--- config.mk ---
export PLATFORM = sky130hd
export DESIGN_NAME = wb_bfm_burst_adr
export DESIGN_NICKNAME = d
export VERILOG_FILES = /design/src/rtl/wb_bfm_pkg.sv /design/src/rtl/wb_bfm_burst_adr.sv
export SDC_FILE = /design/constraint.sdc
export NUM_CORES = 1
export LEC_CHECK = 0
export ABC_AREA = 1
export BUFFER_PORTS_ARGS = -buffer_cell sky130_fd_sc_hd__buf_2
export CAP_MARGIN = 10
export CORE_UTILIZATION = 43
export DETAILED_ROUTE_END_ITERATION = 6
export MAX_ROUTING_LAYER = met4
export PLACE_DENSITY = 0.85
export SYNTH_ARGS = -nofsm -noshare
export SYNTH_HDL_FRONTEND = slang
export SYNTH_SLANG_ARGS = --single-unit
export TNS_END_PERCENT = 5
--- constraint.sdc ---
create_clock -name vclk -period 2.5
set_clock_uncertainty 0.1 [all_clocks]
set_input_delay 0.75 -clock vclk [all_inputs]
set_output_delay 0.75 -clock vclk [all_outputs]
set_load 0.02 [all_outputs]
--- src/rtl/wb_bfm_pkg.sv ---
// rtl/wb_bfm_pkg.sv - shared Wishbone B3 constants, checker state encoding and code priority helper
// Purpose: CTI/BTE encodings, violation codes 1-8, FSM states and the lowest-code-wins
//          priority picker shared by the protocol checker and the BFM memory model.
// Ports:   none (package).
package wb_bfm_pkg;

  localparam logic [2:0] CTI_CLASSIC = 3'b000;
  localparam logic [2:0] CTI_CONST   = 3'b001;
  localparam logic [2:0] CTI_INC     = 3'b010;
  localparam logic [2:0] CTI_EOB     = 3'b111;

  localparam logic [1:0] BTE_LINEAR  = 2'b00;
  localparam logic [1:0] BTE_WRAP4   = 2'b01;
  localparam logic [1:0] BTE_WRAP8   = 2'b10;
  localparam logic [1:0] BTE_WRAP16  = 2'b11;

  localparam logic [3:0] CODE_NONE       = 4'd0;
  localparam logic [3:0] CODE_STB_NO_CYC = 4'd1;
  localparam logic [3:0] CODE_MULTI_RESP = 4'd2;
  localparam logic [3:0] CODE_SPURIOUS   = 4'd3;
  localparam logic [3:0] CODE_UNSTABLE   = 4'd4;
  localparam logic [3:0] CODE_BURST_ADR  = 4'd5;
  localparam logic [3:0] CODE_BURST_CTI  = 4'd6;
  localparam logic [3:0] CODE_TIMEOUT    = 4'd7;
  localparam logic [3:0] CODE_CYC_DROP   = 4'd8;

  typedef enum logic [1:0] {
    ST_IDLE  = 2'd0,
    ST_CYCLE = 2'd1,
    ST_BURST = 2'd2
  } state_t;

  // Bit i of viol set means code i fired this cycle; the lowest index wins.
  function automatic logic [3:0] first_code(input logic [8:1] viol);
    logic [3:0] code;
    code = CODE_NONE;
    for (int i = 8; i >= 1; i--) begin
      if (viol[i]) code = 4'(i);
    end
    return code;
  endfunction

endpackage

--- src/rtl/wb_bfm_burst_adr.sv ---
// rtl/wb_bfm_burst_adr.sv - expected next beat address for linear and wrapping bursts
// Purpose: combinational next-address calculation, also used by the BFM memory model.
// Ports:   adr (current beat address), bte (burst type), next_adr (address of following beat).
module wb_bfm_burst_adr
  import wb_bfm_pkg::*;
#(
  parameter int aw = 32,
  parameter int dw = 32
) (
  input  logic [aw-1:0] adr,
  input  logic [1:0]    bte,
  output logic [aw-1:0] next_adr
);
  localparam int bw = dw / 8;

  logic [aw-1:0] incr;
  logic [aw-1:0] mask;

  assign incr = adr + aw'(bw);

  // Wrap window is beats*bytes_per_beat; bits inside it increment, bits above stay fixed.
  always_comb begin
    mask = '0;
    case (bte)
      BTE_WRAP4:  mask = aw'(4 * bw - 1);
      BTE_WRAP8:  mask = aw'(8 * bw - 1);
      BTE_WRAP16: mask = aw'(16 * bw - 1);
      default:    mask = '0;
    endcase
  end

  assign next_adr = (bte == BTE_LINEAR) ? incr : ((adr & ~mask) | (incr & mask));
endmodule

==> impl_table.tex, run 1 <==
\begin{tabular}{lr}
\hline
Metric & Value \\
\hline
\multicolumn{2}{l}{\textbf{Floorplanning}} \\
Number of placement rows & 15 \\
Io pins & 66 \\
Die Span Y & 46.68 microns \\
Initial cell density of the core & 47.64\% \\
Width of the die & 46.68 microns \\
\multicolumn{2}{l}{\textbf{Placement}} \\
\# port buffers & 62 \\
HPWL reported at the end of detailed placement & 2.883 mm \\
Routability congestion estimate & about 0.92 \\
\multicolumn{2}{l}{\textbf{Synthesis}} \\
Synthesized area per cell & 5.234 sq um \\
Post-synthesis sequential area ratio & 0\% \\
Netlist area before placement & 858.3 sq um \\
Most common library cells after synthesis & sky130\_fd\_sc\_hd\_\_nand2\_1 (53), sky130\_fd\_sc\_hd\_\_inv\_1 (24), sky130\_fd\_sc\_hd\_\_nor2\_1 (20) \\
Yosys top cell area share & 23.18\% \\
Synthesized Nets & between 150 and 200 \\
Most repeated cell in the gate-level netlist after synthesis & sky130\_fd\_sc\_hd\_\_nand2\_1 \\
Synth cell types & 18 \\
Largest area contributor in the netlist & sky130\_fd\_sc\_hd\_\_nand2\_1 \\
Ranking of synthesized cells by area & sky130\_fd\_sc\_hd\_\_nand2\_1 (23\%), sky130\_fd\_sc\_hd\_\_xor2\_1 (11\%), sky130\_fd\_sc\_hd\_\_inv\_1 (10\%) \\
Yosys warns & 0 \\
Mapped Cells & 164 \\
\multicolumn{2}{l}{\textbf{Run status}} \\
Result of the run & did not finish \\
First error & [ERROR DPL-0038] Utilization greater than 100\%, impossible to legalize \\
Last stage reached & global routing \\
\multicolumn{2}{l}{\textbf{STA}} \\
Endpoint with the least setup slack after the last global-route repair & next\_adr[22] \\
Pin type at the end of the worst path & primary output \\
\multicolumn{2}{l}{\textbf{GRT}} \\
Maximum number of pins on one net before global-route repair & 6 \\
\hline
\end{tabular}
[cell families after synthesis]
family                   count (synthesis)  share of synthesized area (%)
AND/OR/NAND/NOR                        112                          64.58
adder cells (fa/ha/maj)                  1                          1.457
buffers and inverters                   31                          13.56
XOR/XNOR                                20                          20.41
[metrics by stage]
stage	hold slack, ns	instances	setup WS [ns]	TNS (ns)	instance area (sq um)
floorplan	1.454	164	-0.06169	-0.2145	932.1
global placement	1.400	287	-0.2582	-4.133	1551
detailed placement	1.400	287	-0.3349	-5.049	1551
CTS	1.400	291	-0.2199	-2.994	1698
[repair_timing]
item                                    4_1_cts
endpoints found under the setup margin       26
setup buffers                                 4
resized for setup                            35
pin swaps                                    13
hold buffers                                  0
==> run 2: changes to the inputs <==
--- a/config.mk
+++ b/config.mk
@@ -8,10 +8,10 @@
 export ABC_AREA = 1
 export BUFFER_PORTS_ARGS = -buffer_cell sky130_fd_sc_hd__buf_2
 export CAP_MARGIN = 10
-export CORE_UTILIZATION = 43
+export CORE_AREA = 2 2 63 65
 export DETAILED_ROUTE_END_ITERATION = 6
-export MAX_ROUTING_LAYER = met4
-export PLACE_DENSITY = 0.85
+export DIE_AREA = 0 0 65 67
+export PLACE_DENSITY_LB_ADDON = 0.15
 export SYNTH_ARGS = -nofsm -noshare
 export SYNTH_HDL_FRONTEND = slang
 export SYNTH_SLANG_ARGS = --single-unit
==> impl_table.tex, run 2 <==
\begin{tabular}{lr}
\hline
Metric & Value \\
\hline
\multicolumn{2}{l}{\textbf{Floorplanning}} \\
Number of placement rows & 22 \\
Initial cell density of the core & between 20\% and 30\% \\
Width of the die & roughly 65 microns \\
Die Footprint & approximately 4400 sq um \\
Io pins & 66 \\
Placeable core region & 3606 sq um \\
Die Span Y & roughly 67 microns \\
\multicolumn{2}{l}{\textbf{Placement}} \\
HPWL reported at the end of detailed placement & about 2.6 mm \\
\# port buffers & 62 \\
Routability congestion estimate & 0.8311 \\
Cell area after placement & between 1500 and 2000 sq um \\
Pre-CTS WS & -0.3290 ns \\
\multicolumn{2}{l}{\textbf{Drt}} \\
Drt first pass iters & 4 \\
Routed wirelength normalized by instance count & 9.397 microns \\
Post-route DRC violation count & 0 \\
Vias per inst & 4.160 \\
Post-route ant nets & 0 \\
First-iteration detailed-routing DRC count & 30 \\
Wirelength, routed & 2.932 mm \\
Via count of the routed design & 1,298 \\
\multicolumn{2}{l}{\textbf{Layout}} \\
Cell area after layout & 1737 sq um \\
Number of clock buffers in the layout & 0 \\
Share of layout cells above drive strength 1 & a little over 50\% \\
Most frequent standard cell in the layout excluding fill and tap cells & sky130\_fd\_sc\_hd\_\_nand2\_1 \\
Layout Nets & 301 \\
Ant diodes & 0 \\
Count of sequential standard cells & 0 \\
Synthesis-to-finish area growth & 102.3\% \\
Commonest non-fill, non-tap cells in the layout & sky130\_fd\_sc\_hd\_\_nand2\_1 (51), sky130\_fd\_sc\_hd\_\_buf\_4 (49), sky130\_fd\_sc\_hd\_\_buf\_2 (45), sky130\_fd\_sc\_hd\_\_inv\_1 (23), sky130\_fd\_sc\_hd\_\_nor2\_1 (14) \\
Utilization after layout & 48.16\% \\
Area taken by flip-flops and latches & 0 sq um \\
\multicolumn{2}{l}{\textbf{Synthesis}} \\
Yosys warns & 0 \\
Most repeated cell in the gate-level netlist after synthesis & sky130\_fd\_sc\_hd\_\_nand2\_1 \\
Ranking of synthesized cells by area & sky130\_fd\_sc\_hd\_\_nand2\_1 (23\%), sky130\_fd\_sc\_hd\_\_xor2\_1 (11\%), sky130\_fd\_sc\_hd\_\_inv\_1 (10\%) \\
Synthesized Nets & slightly below 200 \\
Most common library cells after synthesis & sky130\_fd\_sc\_hd\_\_nand2\_1 (53), sky130\_fd\_sc\_hd\_\_inv\_1 (24), sky130\_fd\_sc\_hd\_\_nor2\_1 (20) \\
Synth cell types & 18 \\
Yosys top cell area share & between 20\% and 30\% \\
Netlist area before placement & $\sim$860 sq um \\
Mapped Cells & 164 \\
Synthesized area per cell & between 5 and 6 sq um \\
Post-synthesis sequential area ratio & 0\% \\
Largest area contributor in the netlist & sky130\_fd\_sc\_hd\_\_nand2\_1 \\
\multicolumn{2}{l}{\textbf{Power}} \\
Power per cell area & $\sim$130 nW/um\^{}2 \\
Clock power frac & 0\% \\
Switching Fraction & 53.18\% \\
Cell Int Power & 108.8 uW \\
Combinational group share of total power & 100.0\% \\
Leakage power total & 0.0009101 uW \\
Maximum VDD drop & 0.05706 mV \\
Sw Pwr & between 100 and 150 uW \\
Share of total power in sequential cells & 0\% \\
\multicolumn{2}{l}{\textbf{GRT}} \\
Wire length of the first global-routing pass & 4.754 mm \\
Gr ovfl total & 0 \\
Number of antenna violations at the first check in global routing & 0 \\
Total track usage & 13.22\% \\
Maximum number of pins on one net before global-route repair & 6 \\
Vias in the first global route & about 1,100 \\
\multicolumn{2}{l}{\textbf{Setup path}} \\
Type of destination of the critical path & primary output \\
Gate family responsible for the most delay along the worst path & simple AND/OR/NAND/NOR gates \\
Worst path buffer plus inverter count & 3 \\
Slowest cell on the critical path & sky130\_fd\_sc\_hd\_\_nor2\_4 \\
Crit path DAT & around 1.8 ns \\
CP Class & input port to primary output \\
Worst path cell trace & buf\_8 > ha\_4 > nand3\_4 > nor2\_4 > nand3\_4 > nor2\_4 > nand2\_1 > nand2\_1 > nand2\_1 > inv\_2 > buf\_6 \\
Most numerous cell on the critical path & sky130\_fd\_sc\_hd\_\_nand2\_1 \\
Critical Path Source Type & input port \\
Max incr delay on CP & 0.21 ns \\
Worst path required time & about 1.7 ns \\
Largest fanout on the critical path & 5 \\
\multicolumn{2}{l}{\textbf{STA}} \\
Slew at the pin closest to its max-slew limit & 0.2401 ns \\
Final clock period utilization by the worst path & 107.3\% \\
Final-report max-slew violation count & 0 \\
Upper clock frequency limit & 372.8 MHz \\
Min setup slack post-route & -0.1825 ns \\
RSZ-0062 raised after global routing & yes \\
Slew Limit Headroom & $\sim$84\% \\
Count of final setup violators & 25 \\
Min Tclk post-route & 2.683 ns \\
Final Hold Vio Count & 0 \\
\multicolumn{2}{l}{\textbf{Run status}} \\
Failing checks & negative setup slack \\
Result of the run & complete, but fails checks \\
\multicolumn{2}{l}{\textbf{Hold path}} \\
Worst min path class & input port to primary output \\
Critical hold path startpoint & adr[0] \\
Worst hold stages & 0 \\
Endpoint, Worst Hold & next\_adr[0] \\
\multicolumn{2}{l}{\textbf{Flow run}} \\
Number of maximum-capacitance violations & 0 \\
\hline
\end{tabular}
run 2: cell counts after synthesis:
No cell type changed its count.
run 2: through the flow:
stage / std cells / hold WS (ns) / power (uW) / setup TNS (ns)
finish: 312 / 1.400 / 232.4 / -2.841
global route: 312 / 1.400 / 252.5 / -5.016
CTS: 312 / 1.400 / 229.8 / -3.450
detailed placement: 311 / 1.400 / 213.4 / -5.283
global placement: 311 / 1.400 / 213.9 / -4.895
floorplan: 164 / 1.454 / 103.2 / -0.2145
run 2: power by group through the flow:
stage / clock (uW) / combinational (uW) / sequential [uW]
2_1_floorplan: 0 / 103 / 0
3_3_place_gp: 0 / 214 / 0
3_5_place_dp: 0 / 213 / 0
4_1_cts: 0 / 230 / 0
5_1_grt: 0 / 252 / 0
6_report: 0 / 232 / 0
run 2: logic make-up after synthesis:
group	after synthesis	synth area share [%]
simple gates	112	64.58
buf+inv	31	13.56
fa+ha+maj	1	1.457
xor+xnor	20	20.41
run 2: worst max path at each step:
stage,startpoint,endpoint,slack (ns),cells past startpoint
2_1_floorplan,adr[2],next_adr[30],-0.06,9
6_report,adr[3],next_adr[30],-0.18,11
3_5_place_dp,adr[2],next_adr[30],-0.33,11
5_1_grt,adr[3],next_adr[30],-0.30,11
3_3_place_gp,adr[2],next_adr[30],-0.32,11
4_1_cts,adr[3],next_adr[30],-0.21,11
run 2: metal layers:
layer  vias to the layer above  part of all wire [%]  global-route usage, %
li1                        697                     -                      -
met1                       568                    44                  16.95
met2                        33                    51                  25.39
met3                         0                   4.8                 0.6757
met4                         0                     0                 0.5319
met5                         -                     0                      0
run 2: final cells by class:
class / count / area [sq um]
well taps: 48 / 60.06
multi-input cells: 133 / 877.1
fillers: 420 / 1869
repair buffers: 102 / 690.7
inverters: 29 / 108.9
run 2: repair_timing:
action | 4_1_cts | 5_1_grt
pin swaps | 12 | 9
buffers inserted | 1 | 0
hold buffers | 0 | 0
resized for setup | 31 | 11
endpoints found under the setup margin | 26 | 27
Power figures use the tool's default switching activity.
